### config.mk
export PLATFORM = sky130hd
export DESIGN_NAME = if_fetch_unit
export DESIGN_NICKNAME = d
export VERILOG_FILES = /design/src/rtl/if_fetch_unit.sv
export SDC_FILE = /design/constraint.sdc
export NUM_CORES = 1
export LEC_CHECK = 0
export CAP_MARGIN = 20
export CORE_ASPECT_RATIO = 0.8
export CORE_MARGIN = 2
export CORE_UTILIZATION = 43
export DETAILED_ROUTE_END_ITERATION = 8
export PLACE_DENSITY_LB_ADDON = 0.15
export SYNTH_ARGS = -nofsm -noshare
export SYNTH_HDL_FRONTEND = slang
export SYNTH_SLANG_ARGS = --single-unit
### constraint.sdc
create_clock -name clk -period 2.48 [get_ports clk]
set_clock_uncertainty 0.1 [all_clocks]
set_input_delay 0.372 -clock clk [delete_from_list [all_inputs] [get_ports clk]]
set_output_delay 0.372 -clock clk [all_outputs]
set_load 0.02 [all_outputs]
### src/rtl/if_fetch_unit.sv
// if_fetch_unit: parametrised instruction-fetch stage.
// Owns the PC, drives a synchronous-read instruction ROM (1-cycle latency) and
// hands fetched words to decode over a valid/ready handshake. Downstream
// redirects discard the in-flight fetch and restart from redirect_pc.
// Optional feature macro: IF_MISALIGN_CHK_EN. When it is defined, a misaligned
// redirect raises a sticky fetch_err and halts fetch until reset.
module if_fetch_unit #(
  parameter int                ADDR_W   = 32,
  parameter int                ROM_AW   = 6,
  parameter logic [ADDR_W-1:0] PC_RESET = 32'h0000_0000,
  parameter int                INST_W   = 32
) (
  input  logic              clk,
  input  logic              rst,
  input  logic              redirect,
  input  logic [ADDR_W-1:0] redirect_pc,
  output logic              rom_en,
  output logic [ROM_AW-1:0] rom_addr,
  input  logic [INST_W-1:0] rom_data,
  output logic              out_valid,
  input  logic              out_ready,
  output logic [INST_W-1:0] out_inst,
  output logic [ADDR_W-1:0] out_pc,
  output logic              fetch_err
);

  logic [ADDR_W-1:0] pc;        // next address to issue
  logic [ADDR_W-1:0] f2_pc;     // PC of the word the ROM is returning
  logic              f2_valid;  // ROM output holds a live instruction
  logic [ADDR_W-1:0] redir_tgt; // PC loaded on a redirect
  logic              halt;      // fetch frozen after a bad redirect
  logic              advance;
  logic              issue;

`ifdef IF_MISALIGN_CHK_EN
  logic err_q;

  // Sticky misalignment flag; only reset clears it.
  always_ff @(posedge clk) begin
    if (rst)
      err_q <= 1'b0;
    else if (redirect && (redirect_pc[1:0] != 2'b00))
      err_q <= 1'b1;
  end

  assign halt      = err_q;
  assign fetch_err = err_q;
  assign redir_tgt = {redirect_pc[ADDR_W-1:2], 2'b00};
`else
  assign halt      = 1'b0;
  assign fetch_err = 1'b0;
  assign redir_tgt = redirect_pc;
`endif

  // Output slot is free when empty or being drained this cycle.
  assign advance  = !f2_valid || out_ready;
  // A redirect cancels any same-cycle issue; reset suppresses the ROM read.
  assign issue    = advance && !redirect && !rst && !halt;

  assign rom_en   = issue;
  assign rom_addr = pc[ROM_AW+1:2];

  // The ROM output register holds while rom_en is low, so out_inst is stable
  // during a stall without a local copy.
  assign out_valid = f2_valid;
  assign out_inst  = rom_data;
  assign out_pc    = f2_pc;

  // PC / fetch-stage state: reset > redirect > issue > hold.
  always_ff @(posedge clk) begin
    if (rst) begin
      pc       <= PC_RESET;
      f2_valid <= 1'b0;
      f2_pc    <= '0;
    end else if (redirect) begin
      pc       <= redir_tgt;
      f2_valid <= 1'b0;
    end else if (issue) begin
      pc       <= pc + ADDR_W'(4);
      f2_valid <= 1'b1;
      f2_pc    <= pc;
    end else if (advance) begin
      // Only reachable while halted: the slot drains and stays empty.
      f2_valid <= 1'b0;
    end
  end

endmodule

==> key figures <==
Setup path
  – Biggest fanout along the worst timing path: 3
  – Slowest stage delay, CP: 590 ps
  – Endpoint type of the worst setup path: output port
  – Worst path cell trace: clkdlybuf4s50_1 -> nor2_1 -> nand2_1 -> inv_2 -> clkdlybuf4s50_1
  – Cell repeated most along the worst path: clkdlybuf4s50_1
  – CP Data Required Time: 2010 ps
  – Worst path arrival time: 1750 ps
  – Worst Setup Start Kind: input port
  – CP max-delay cell: clkdlybuf4s50_1
  – Critical path class: input port to output port

Die
  – Die Height: 82.85 um
  – Die Wd: 102.6 um
  – Core area: 0.007462 mm^2
  – Num ports: 141
  – Initial core utilization: 44.79%
  – Die ar.: between 0.008 and 0.009 mm^2
  – FP Rows: 28

Placement
  – IO Port Bufs: 75
  – Hpwl dp: 5509 um
  – Routability cong.: 0.8249

Clock network
  – Clk root buf: clkbuf_8
  – CTS sink cnt: 65
  – Setup repair bufs after CTS: 0
  – Longest Clk Path Bufs: 2
  – CTS clk-pin slew, worst paths: 70 ps
  – Clock Latency Late Sink: 350 ps
  – CTS resizes: 0
  – Cts hold-fix bufs: 0
  – CTS Buf Count: 9
  – # H-tree levels: 3
  – CTS tree: done

Routing
  – # DRC: 0
  – Final ANT Viol Nets: 0
  – Vias/cell: 5.246
  – Pre-antenna DRT Iters: 4
  – Starting DRT DRC Count: 156
  – Vias: 2859
  – Routed Wire Length: approximately 8300 um
  – Mean routed wirelength per cell: 15.16 um

STA
  – Setup TNS: 0 ps
  – Worst Tran Pin Value: between 600 and 700 ps
  – Hold Worst Slack: 115.1 ps
  – Fmax: 0.4490 GHz
  – Fin crit period: between 2000 and 2500 ps
  – Final period util: 89.80%
  – Slew Limit Fails: 0
  – Worst slew margin: 59.41%
  – Hold Vio Cnt, Final: 0
  – Unrepaired setup endpoints after global routing: no
  – Final setup vio count: 0

Synthesis
  – Post-synth design cell area: 0.003342 mm^2
  – Ys flop type: dfxtp_1
  – Synth Register Bits: 65
  – Post-synth EDFFs: 0
  – Sequential share of the synthesized area: 38.94%
  – Cells after Synth: between 400 and 500
  – Post-synthesis area per instance: 8.334 um^2
  – Yosys warns: 0
  – Post-synth ARST share: 0%
  – Synth cell types: 44
  – Syn_nets: 470

Pwr
  – Pwr dens: 613.1 mW/mm^2
  – Maximum VDD drop: 343.5 uV
  – Leak Pwr: 1.604 nW

Finish
  – Proportion of layout cells with a drive suffix above 1: slightly above 9%
  – Nets: 504
  – Layout area overhead: 22.50%
  – # fillers: roughly 700
  – Antenna diode count: 0

Run status
  – Status: finished clean

GRT
  – Initial antenna violation count: 0
  – First-pass GRT wire length: 13580 um
  – Largest net degree at the start of global routing: 65
  – Vias in the first global route: 2710
  – GRT Total Usage: between 20% and 30%
  – Global route total overflow: 0

Job
  – Max cap viols: 0

Min path
  – Worst Hold Class: input port to register
## final cells by class
| class | instances | area (um^2) | area share (%) |
|---|---|---|---|
| clock inverters | 6 | 91.34 | 2.231 |
| inverters | 4 | 15.01 | 0.3667 |
| flip-flops and latches | 65 | 1301 | 31.78 |
| multi-input cells | 271 | 1604 | 39.18 |
| clock buffers | 10 | 137.6 | 3.362 |
| well taps | 105 | 131.4 | 3.209 |
| repair buffers | 84 | 813.3 | 19.87 |
## report_power, final
group          internal, mW  total, mW  switching (mW)
sequential             1.10       1.16          0.0628
combinational         0.166      0.326           0.160
clock                 0.596       1.02           0.425
total                  1.86       2.51           0.648
## Yosys cell counts (9+ instances only)
cell	number	share of area, %
nand2_1	84	9.4
dfxtp_1	65	39
buf_4	40	9.0
nand3b_1	26	5.8
a21oi_1	25	3.7
nor2_1	21	2.4
clkbuf_1	13	1.5
nand4_1	13	2.4
xnor2_1	13	3.4
nand3_1	11	1.6
and3_1	10	1.9
xor2_1	9	2.4
## cell families after synthesis
logic type	count (synthesis)	share of synthesized area (%)
AOI/OAI and AO/OA	46	8.574
buffers and inverters	65	13.07
xor gates and xnor gates	22	5.766
muxes	10	3.107
and+or+nand+nor	191	30.06
adders and majority gates	1	0.3743
DFF	65	38.94
other	1	0.1122
## state kept, by name, indices dropped and copies added (netlist names)
signal     flops
out_pc        32
pc            32
out_valid      1
## stage by stage
stage | instances | utilization [%] | setup slack (ps) | power (mW) | area, um^2
CTS | 545 | 54.86 | 243.5 | 2.535 | 4094
finish | 545 | 54.86 | 253.0 | 2.510 | 4094
global route | 545 | 54.86 | 164.6 | 2.610 | 4094
floorplan | 401 | - | 655.8 | 1.435 | 3342
detailed placement | 529 | 51.79 | 168.1 | 1.512 | 3865
global placement | 529 | 51.79 | 252.8 | 1.510 | 3865
## worst paths after layout
check	slack [ps]	to	start	depth (start not counted)
hold reg to reg	340	out_pc[1]$_SDFFE_PP0P_	pc[1]$_SDFFE_PP0P_	2
setup / recovery	250	rom_en	redirect	5
setup reg to reg	390	pc[28]$_SDFFE_PP0P_	pc[3]$_SDFFE_PP0P_	6
hold / removal	120	out_valid$_SDFFE_PP0P_	rst	2
## cells in the final DEF, fill, tap and decap left out, drive strengths merged
master	instances
xnor2	13
conb	1
or4	1
nor3	4
dfxtp	65
o21ai	1
nand3	11
bufinv	2
nor4b	1
nand2	84
nor4	7
o22ai	5
xor2	9
and3	12
and4	3
a211oi	8
clkdlybuf4s50	74
nor2b	1
a2bb2oi	1
o221ai	1
inv	4
mux2i	7
buf	10
nand3b	26
o21bai	1
and2	3
a22o	2
ha	1
nor2	21
o311ai	1
nand2b	1
a21oi	25
clkbuf	10
o21a	1
nand4	16
clkinv	4
mux2	3
## metal layers
| layer | up-vias | global-route usage (%) | wire, um | share of wire, % |
|---|---|---|---|---|
| li1 | 1415 | - | - | - |
| met1 | 1332 | 29.48 | 4030 | 49 |
| met2 | 97 | 28.76 | 3555 | 43 |
| met3 | 15 | 5.471 | 599 | 7.2 |
| met4 | 0 | 6.667 | 78 | 0.94 |
| met5 | - | 0 | 0 | 0 |
## critical path: cells and delay by family
family / cells / cell delay [ps]
and+or+nand+nor: 2 / 280
buffers and inverters: 3 / 1100
Power figures use the tool's default switching activity.
